$ cat src/rtl/axi_single_beat_master.sv
// axi_single_beat_master
// Turns a valid/ready command port into one single-beat (LEN=0) AXI4
// transaction at a time. Only one transaction is outstanding at any time.
// Each completion produces a one-cycle response strobe that carries the read
// data and the AXI response code.
//
// Ports
//   aclk, areset                  clock, synchronous active-high reset
//   cmd_valid/cmd_ready           command handshake
//   cmd_write                     1 = write, 0 = read
//   cmd_addr/cmd_wdata/cmd_wstrb  byte address, write data and strobes
//   rsp_valid/rsp_rdata/rsp_resp  one-cycle completion pulse, read data, response
//   m_axi_aw*/w*/b*               AXI write address, write data, write response
//   m_axi_ar*/r*                  AXI read address, read data
module axi_single_beat_master #(
  parameter int unsigned ID_WIDTH   = 4,
  parameter int unsigned ADDR_WIDTH = 32,
  parameter int unsigned DATA_WIDTH = 32,
  parameter int unsigned AXI_ID     = 0
) (
  input  logic                      aclk,
  input  logic                      areset,
  input  logic                      cmd_valid,
  output logic                      cmd_ready,
  input  logic                      cmd_write,
  input  logic [ADDR_WIDTH-1:0]     cmd_addr,
  input  logic [DATA_WIDTH-1:0]     cmd_wdata,
  input  logic [DATA_WIDTH/8-1:0]   cmd_wstrb,
  output logic                      rsp_valid,
  output logic [DATA_WIDTH-1:0]     rsp_rdata,
  output logic [1:0]                rsp_resp,
  output logic [ID_WIDTH-1:0]       m_axi_awid,
  output logic [ADDR_WIDTH-1:0]     m_axi_awaddr,
  output logic [7:0]                m_axi_awlen,
  output logic [2:0]                m_axi_awsize,
  output logic [1:0]                m_axi_awburst,
  output logic                      m_axi_awvalid,
  input  logic                      m_axi_awready,
  output logic [DATA_WIDTH-1:0]     m_axi_wdata,
  output logic [DATA_WIDTH/8-1:0]   m_axi_wstrb,
  output logic                      m_axi_wlast,
  output logic                      m_axi_wvalid,
  input  logic                      m_axi_wready,
  input  logic [ID_WIDTH-1:0]       m_axi_bid,
  input  logic [1:0]                m_axi_bresp,
  input  logic                      m_axi_bvalid,
  output logic                      m_axi_bready,
  output logic [ID_WIDTH-1:0]       m_axi_arid,
  output logic [ADDR_WIDTH-1:0]     m_axi_araddr,
  output logic [7:0]                m_axi_arlen,
  output logic [2:0]                m_axi_arsize,
  output logic [1:0]                m_axi_arburst,
  output logic                      m_axi_arvalid,
  input  logic                      m_axi_arready,
  input  logic [ID_WIDTH-1:0]       m_axi_rid,
  input  logic [DATA_WIDTH-1:0]     m_axi_rdata,
  input  logic [1:0]                m_axi_rresp,
  input  logic                      m_axi_rlast,
  input  logic                      m_axi_rvalid,
  output logic                      m_axi_rready
);

  localparam int unsigned         STRB_WIDTH  = DATA_WIDTH / 8;
  localparam logic [ID_WIDTH-1:0] ID_VALUE    = ID_WIDTH'(AXI_ID);
  localparam logic [2:0]          BEAT_SIZE   = 3'($clog2(STRB_WIDTH));
  localparam logic [1:0]          BURST_INCR  = 2'b01;
  localparam logic [1:0]          RESP_SLVERR = 2'b10;

  typedef enum logic [2:0] {
    IDLE,
    WR_ADDR_DATA,
    WR_RESP,
    RD_ADDR,
    RD_DATA
  } state_t;

  state_t state, state_next;

  logic                    aw_done, w_done;
  logic [ADDR_WIDTH-1:0]   addr_q;
  logic [DATA_WIDTH-1:0]   wdata_q;
  logic [STRB_WIDTH-1:0]   wstrb_q;
  logic                    cmd_fire, aw_fire, w_fire, b_fire, r_fire;

  assign cmd_fire = cmd_valid & cmd_ready;
  assign aw_fire  = m_axi_awvalid & m_axi_awready;
  assign w_fire   = m_axi_wvalid & m_axi_wready;
  assign b_fire   = m_axi_bvalid & m_axi_bready;
  assign r_fire   = m_axi_rvalid & m_axi_rready;

  // Single-beat transfers only: fixed burst attributes, addresses and data
  // straight from the registers captured at command accept.
  assign m_axi_awid    = ID_VALUE;
  assign m_axi_awaddr  = addr_q;
  assign m_axi_awlen   = 8'd0;
  assign m_axi_awsize  = BEAT_SIZE;
  assign m_axi_awburst = BURST_INCR;
  assign m_axi_wdata   = wdata_q;
  assign m_axi_wstrb   = wstrb_q;
  assign m_axi_wlast   = 1'b1;
  assign m_axi_arid    = ID_VALUE;
  assign m_axi_araddr  = addr_q;
  assign m_axi_arlen   = 8'd0;
  assign m_axi_arsize  = BEAT_SIZE;
  assign m_axi_arburst = BURST_INCR;

  // State register.
  always_ff @(posedge aclk) begin
    if (areset) state <= IDLE;
    else        state <= state_next;
  end

  // Next-state and handshake outputs. Valids depend only on state and the
  // per-channel done flags, never on the matching ready. In WR_ADDR_DATA a
  // channel is finished if it already completed or completes now; since its
  // valid equals ~done, "done | ready" is exactly that test.
  always_comb begin
    state_next    = state;
    cmd_ready     = 1'b0;
    m_axi_awvalid = 1'b0;
    m_axi_wvalid  = 1'b0;
    m_axi_bready  = 1'b0;
    m_axi_arvalid = 1'b0;
    m_axi_rready  = 1'b0;
    case (state)
      IDLE: begin
        cmd_ready = ~areset;
        if (cmd_valid) state_next = cmd_write ? WR_ADDR_DATA : RD_ADDR;
      end
      WR_ADDR_DATA: begin
        m_axi_awvalid = ~aw_done;
        m_axi_wvalid  = ~w_done;
        if ((aw_done | m_axi_awready) && (w_done | m_axi_wready)) state_next = WR_RESP;
      end
      WR_RESP: begin
        m_axi_bready = 1'b1;
        if (m_axi_bvalid) state_next = IDLE;
      end
      RD_ADDR: begin
        m_axi_arvalid = 1'b1;
        if (m_axi_arready) state_next = RD_DATA;
      end
      RD_DATA: begin
        m_axi_rready = 1'b1;
        if (m_axi_rvalid) state_next = IDLE;
      end
      default: state_next = IDLE;
    endcase
  end

  // Command capture. These registers hold the address/data/strobes stable for
  // the whole transaction, so they need no reset.
  always_ff @(posedge aclk) begin
    if (cmd_fire) begin
      addr_q  <= cmd_addr;
      wdata_q <= cmd_wdata;
      wstrb_q <= cmd_wstrb;
    end
  end

  // AW/W completion tracking and the response strobe. A wrong ID or a missing
  // RLAST still consumes the beat but reports SLVERR to the requester.
  always_ff @(posedge aclk) begin
    if (areset) begin
      aw_done   <= 1'b0;
      w_done    <= 1'b0;
      rsp_valid <= 1'b0;
      rsp_rdata <= '0;
      rsp_resp  <= 2'b00;
    end else begin
      rsp_valid <= 1'b0;
      if (cmd_fire) begin
        aw_done <= 1'b0;
        w_done  <= 1'b0;
      end
      if (aw_fire) aw_done <= 1'b1;
      if (w_fire)  w_done  <= 1'b1;
      if (b_fire) begin
        rsp_valid <= 1'b1;
        rsp_rdata <= '0;
        rsp_resp  <= (m_axi_bid == ID_VALUE) ? m_axi_bresp : RESP_SLVERR;
      end
      if (r_fire) begin
        rsp_valid <= 1'b1;
        rsp_rdata <= m_axi_rdata;
        rsp_resp  <= ((m_axi_rid == ID_VALUE) && m_axi_rlast) ? m_axi_rresp : RESP_SLVERR;
      end
    end
  end

endmodule
$ cat config.mk
export PLATFORM = sky130hd
export DESIGN_NAME = axi_single_beat_master
export DESIGN_NICKNAME = d
export VERILOG_FILES = /design/src/rtl/axi_single_beat_master.sv
export SDC_FILE = /design/constraint.sdc
export NUM_CORES = 1
export LEC_CHECK = 0
export ABC_AREA = 1
export CAP_MARGIN = 10
export CORE_MARGIN = 2
export CORE_UTILIZATION = 36
export DETAILED_ROUTE_END_ITERATION = 8
export GPL_ROUTABILITY_DRIVEN = 0
export MAX_ROUTING_LAYER = met4
export PLACE_DENSITY = 0.8
export SLEW_MARGIN = 40
export SYNTH_ARGS = -nofsm -noshare
export SYNTH_HDL_FRONTEND = slang
export SYNTH_SLANG_ARGS = --single-unit
$ cat constraint.sdc
create_clock -name aclk -period 3.85 [get_ports aclk]
set_clock_uncertainty 0.1 [all_clocks]
set_input_delay 0.77 -clock aclk [delete_from_list [all_inputs] [get_ports aclk]]
set_output_delay 0.77 -clock aclk [all_outputs]
set_load 0.05 [all_outputs]
## Word level (Yosys, flattened, before mapping)

Cells that the tools add are included.

| word-level totals | value |
|---|---|
| bits in registers | 108 |
| bits of input ports | 122 |
| output and inout port bits | 176 |
| word-level logic and storage cells | 61 |

| cells by class | value |
|---|---|
| eq/ne operators | 9 |
| mux-type cells | 24 |
| bitwise logic cells | 10 |
| reduce and logical (&&, ||, !) cells | 9 |

Operators by type and width:

| cell | number |
|---|---|
| $mux W32 | 2 |
| $mux W3 | 5 |
| $pmux W3 S5 | 1 |
| $mux W1 | 11 |
| $mux W2 | 5 |
| $ne A2 B2 Y1 const B | 5 |
| $logic_not A4 Y1 | 2 |
| $eq A3 B2 Y1 const B | 2 |
| $reduce_bool A2 Y1 | 3 |
| $and A1 B1 Y1 | 5 |
| $reduce_and A5 Y1 | 1 |
| $eq A3 B1 Y1 const B | 1 |
| $eq A3 B3 Y1 const B | 1 |
| $logic_not A3 Y1 | 1 |
| $not A1 Y1 | 3 |
| $logic_and A1 B1 Y1 | 2 |
| $or A1 B1 Y1 | 2 |

## Depth between registers and ports, before layout

| logic depth | value |
|---|---|
| depth after elaboration | 5 |
| mapped depth | 9 |

## Worst setup path before layout

OpenSTA, ideal clock, no wires.

| timing | value |
|---|---|
| kind | input to register |
| from | input areset |
| to | register addr_q[0] (netlist: m_axi_araddr[0]), enable pin |
| setup time | 0.422 ns |
| arrival | 3.026 ns |
| data required time | 3.328 ns |
| setup slack | 0.303 ns |
| cell stages on the path | 3 |
| cell sequence | nor2_1 -> nand2_1 -> inv_1 |

| on the way | value |
|---|---|
| word-level cells in the longest chain between the ends | 3 |

RTL lines:

| what | line | source |
|---|---|---|
| start, declared | 22 | `input logic areset,` |
| $not A1 Y1 | 127 | `cmd_ready = ~areset;` |
| $mux W1 | 125 | `case (state)` |
| $and A1 B1 Y1 | 85 | `assign cmd_fire = cmd_valid & cmd_ready;` |
| via cmd_fire | 83 | `logic cmd_fire, aw_fire, w_fire, b_fire, r_fire;` |
| end signal, assigned | 155 | `addr_q <= cmd_addr;` |
| end, declared | 80 | `logic [ADDR_WIDTH-1:0] addr_q;` |

The timed path passes the listed nets, and every way through them passes these cells.
A chain may end at the register's enable or synchronous reset.

## Worst setup path in the final report

| timing | value |
|---|---|
| from | register state[1] |
| to | output m_axi_awvalid |

| on the way | value |
|---|---|
| word-level cells in the longest chain between the ends | 2 |

RTL lines:

| what | line | source |
|---|---|---|
| start, declared | 77 | `state_t state, state_next;` |
| start signal, assigned | 110 | `else state <= state_next;` |
| $eq A3 B1 Y1 | 125 |  |
| $mux W1 | 125 |  |
| end, declared | 37 | `output logic m_axi_awvalid,` |

Every way passes these cells.

==> impl_metrics.env <==
export IMPL_status="completed"
export IMPL_maxCapViolCount=0
export IMPL_endpoint_kind="primary output"
export IMPL_rsz0062_at_grt="false"
export IMPL_fin_nets=722
export IMPL_place_hpwl_mm=9.42
export IMPL_yosysTopAreaCellShare_pct=44.6
export IMPL_drive_gt1_share_pct=14.5
export IMPL_finalCritPeriodShare_pct=78.1
export IMPL_hold_viol=0
export IMPL_cts_tree="yes"
export IMPL_yosysSeqAreaShare_pct=62.1
export IMPL_grt_ovfl_total=0
export IMPL_power_density_nw_per_um2=568
export IMPL_clock_path_buffers=2
export IMPL_io_pins=298
export IMPL_vias_per_cell=4.27
export IMPL_use_met3_pct=4.77
export IMPL_synthXorXnorAreaFrac_pct=0
export IMPL_busiest_layer="met2"
export IMPL_synthAdderAreaFrac_pct=0
export IMPL_slew_headroom_pct=50.5
export IMPL_die_y_um=117
export IMPL_dp_slack_ns=1.14
export IMPL_irDropWorstVdd_uv=400
export IMPL_maxSlewViolCount=0
export IMPL_synth_area_leader_cell="edfxtp_1"
export IMPL_post_cts_resized=0
export IMPL_initial_core_util_pct=36.5
export IMPL_cts_clk_slew_worst_paths_ns=0.07
export IMPL_synthSimpleGateAreaFrac_pct=16.1
export IMPL_diodes=0
export IMPL_cts_setup_buffers=0
export IMPL_hold_class="flop to flop"
export IMPL_syn_area_um2=4570
export IMPL_synth_avg_cell_area_um2=12.4
export IMPL_tns_ns=0
export IMPL_crit_path_start="state[1]"
export IMPL_clk_latency_ns=0.34
export IMPL_synth_seq_cells=108
export IMPL_ant_nets=0
export IMPL_grt_pass1_vias=3229
export IMPL_reg2reg_from="state[2]"
export IMPL_drt_iter0_drc=226
export IMPL_routed_wirelength_mm=12.1
export IMPL_synth_compound_area_share_pct=6.65
export IMPL_ctsHtreeMaxLevel=3
export IMPL_die_area_um2=13600
export IMPL_cts_sinks=108
export IMPL_syn_to_final_growth_pct=59.6
export IMPL_crit_required_ns=2.98
export IMPL_setup_violations=0
export IMPL_row_count=41
export IMPL_drtPass1Iterations=5
export IMPL_hold_buffers=0
export IMPL_die_x_um=117
export IMPL_fin_ws_ns=0.843
export IMPL_grt_pass1_wl_mm=16.6
export IMPL_timing_hold_ws_ns=0.366
export IMPL_grtUsageMet1_pct=17.5
export IMPL_fin_util_pct=58.3
export IMPL_synthTopCellsByArea="edfxtp_1 (45%), dfxtp_1 (18%), buf_4 (11%)"
export IMPL_grt_use_met2_pct=29.7
export IMPL_max_freq_ghz=0.333
export IMPL_syn_inst=369
export IMPL_drc_errors=0
export IMPL_start_kind="flop"
export IMPL_fp_coreArea_um2=12500
export IMPL_cts_root_buf="clkbuf_16"
export IMPL_worstSetupPathType="flop to primary output"
export IMPL_grt_total_usage_pct=16.7
export IMPL_cp_max_fo=5
export IMPL_io_buffers=262
export IMPL_min_delay_start="rsp_rdata[31]"
export IMPL_grt_max_degree=69
export IMPL_vias=3320
export IMPL_wl_per_cell_um=15.6
export IMPL_yosysWarnings=0
export IMPL_synth_mux_area_share_pct=0
export IMPL_worst_slew_pin_slew_ns=0.741
export IMPL_synth_cell_types=23
export IMPL_fin_crit_ns=3.01
export IMPL_cts_buffers=9
export IMPL_leakagePower_uw=0.00264
export IMPL_cp_arrival_ns=2.14
export IMPL_synth_top_family_by_area="simple AND/OR/NAND/NOR gates"
export IMPL_antenna_found_initial=0
-- area by class of cell --
class / instances / area, um2
tap: 172 / 215
sequential: 108 / 2840
fill: 1063 / 5220
inverter: 21 / 88.8
clock inverter: 7 / 113
clock buffer: 9 / 225
timing repair buffer: 264 / 2650
multi-input combinational: 196 / 1170
-- synth_stat cells, drive strengths merged --
master  number
clkbuf       3
nor3         2
a21oi       35
nand2       90
nand4        1
dfxtp       40
o21ai        4
nor2        21
or2          1
inv         21
conb         2
edfxtp      68
nand3        7
buf         74
-- worst max-delay path, cell delays in order (launching register included) --
cell and delay [ns]:
dfxtp_1 0.36, inv_1 0.12, nand2_1 0.07, nor2_1 0.18, inv_1 0.08, nor2_1 0.15
clkdlybuf4s50_1 0.83
-- cell usage in the layout, fill, tap and decap left out, drive strengths merged --
cell / Yosys / routed
nand3: 7 / 7
dfxtp: 40 / 40
nand2: 90 / 90
clkinv: 0 / 1
nor2: 21 / 21
or2: 1 / 1
inv: 21 / 24
conb: 2 / 35
nand4: 1 / 1
buf: 74 / 3
nor3: 2 / 2
clkdlybuf4s50: 0 / 261
clkinvlp: 0 / 1
o21ai: 4 / 4
clkbuf: 3 / 9
edfxtp: 68 / 68
a21oi: 35 / 35
bufinv: 0 / 2
-- report_power, final --
| part | internal (uW) | switching (uW) | leakage [uW] | total (uW) |
|---|---|---|---|---|
| logic | 511 | 1120 | 0.00153 | 1640 |
| clock network | 585 | 435 | 0.000161 | 1020 |
| registers | 1400 | 89.1 | 0.000949 | 1490 |
| total | 2490 | 1650 | 0.00264 | 4140 |
-- flip-flops by register name, summed over array words and instances, names as in the netlist, 2 cells and up --
| name | flops |
|---|---|
| rsp_resp | 2 |
| m_axi_wdata | 32 |
| m_axi_wstrb | 4 |
| state | 3 |
| m_axi_araddr | 32 |
| rsp_rdata | 32 |
-- per-stage QoR --
stage                     instance area, um2  power [uW]  instances
after floorplan                         4700        2740        402
after global placement                  6960        3120        761
after detailed placement                6960        3150        761
after CTS                               7300        4180        777
after global routing                    7300        4300        777
final                                   7300        4140        777
-- cell families (layout without fill, tap and decap cells) --
logic type | count (synthesis) | count (layout)
flip-flops | 108 | 108
AND/OR/NAND/NOR | 122 | 122
buffers and inverters | 98 | 301
other | 2 | 35
AO/OA/AOI/OAI | 39 | 39
-- per-layer routing --
layer / part of all wire (%) / vias up
li1: - / 1568
met1: 37 / 1570
met2: 53 / 167
met3: 8.0 / 15
met4: 1.7 / 0
met5: 0 / -
-- final timing paths --
kind | end | slack [ns] | cells past startpoint
worst max-delay path | m_axi_awvalid | 0.84 | 6
worst min-delay path | rsp_rdata[31] | 0.37 | 2
worst max register to register | m_axi_araddr[12] | 1.91 | 6
worst min register to register | rsp_rdata[31] | 0.37 | 2
Note: power is estimated with default switching activity, not from simulation.
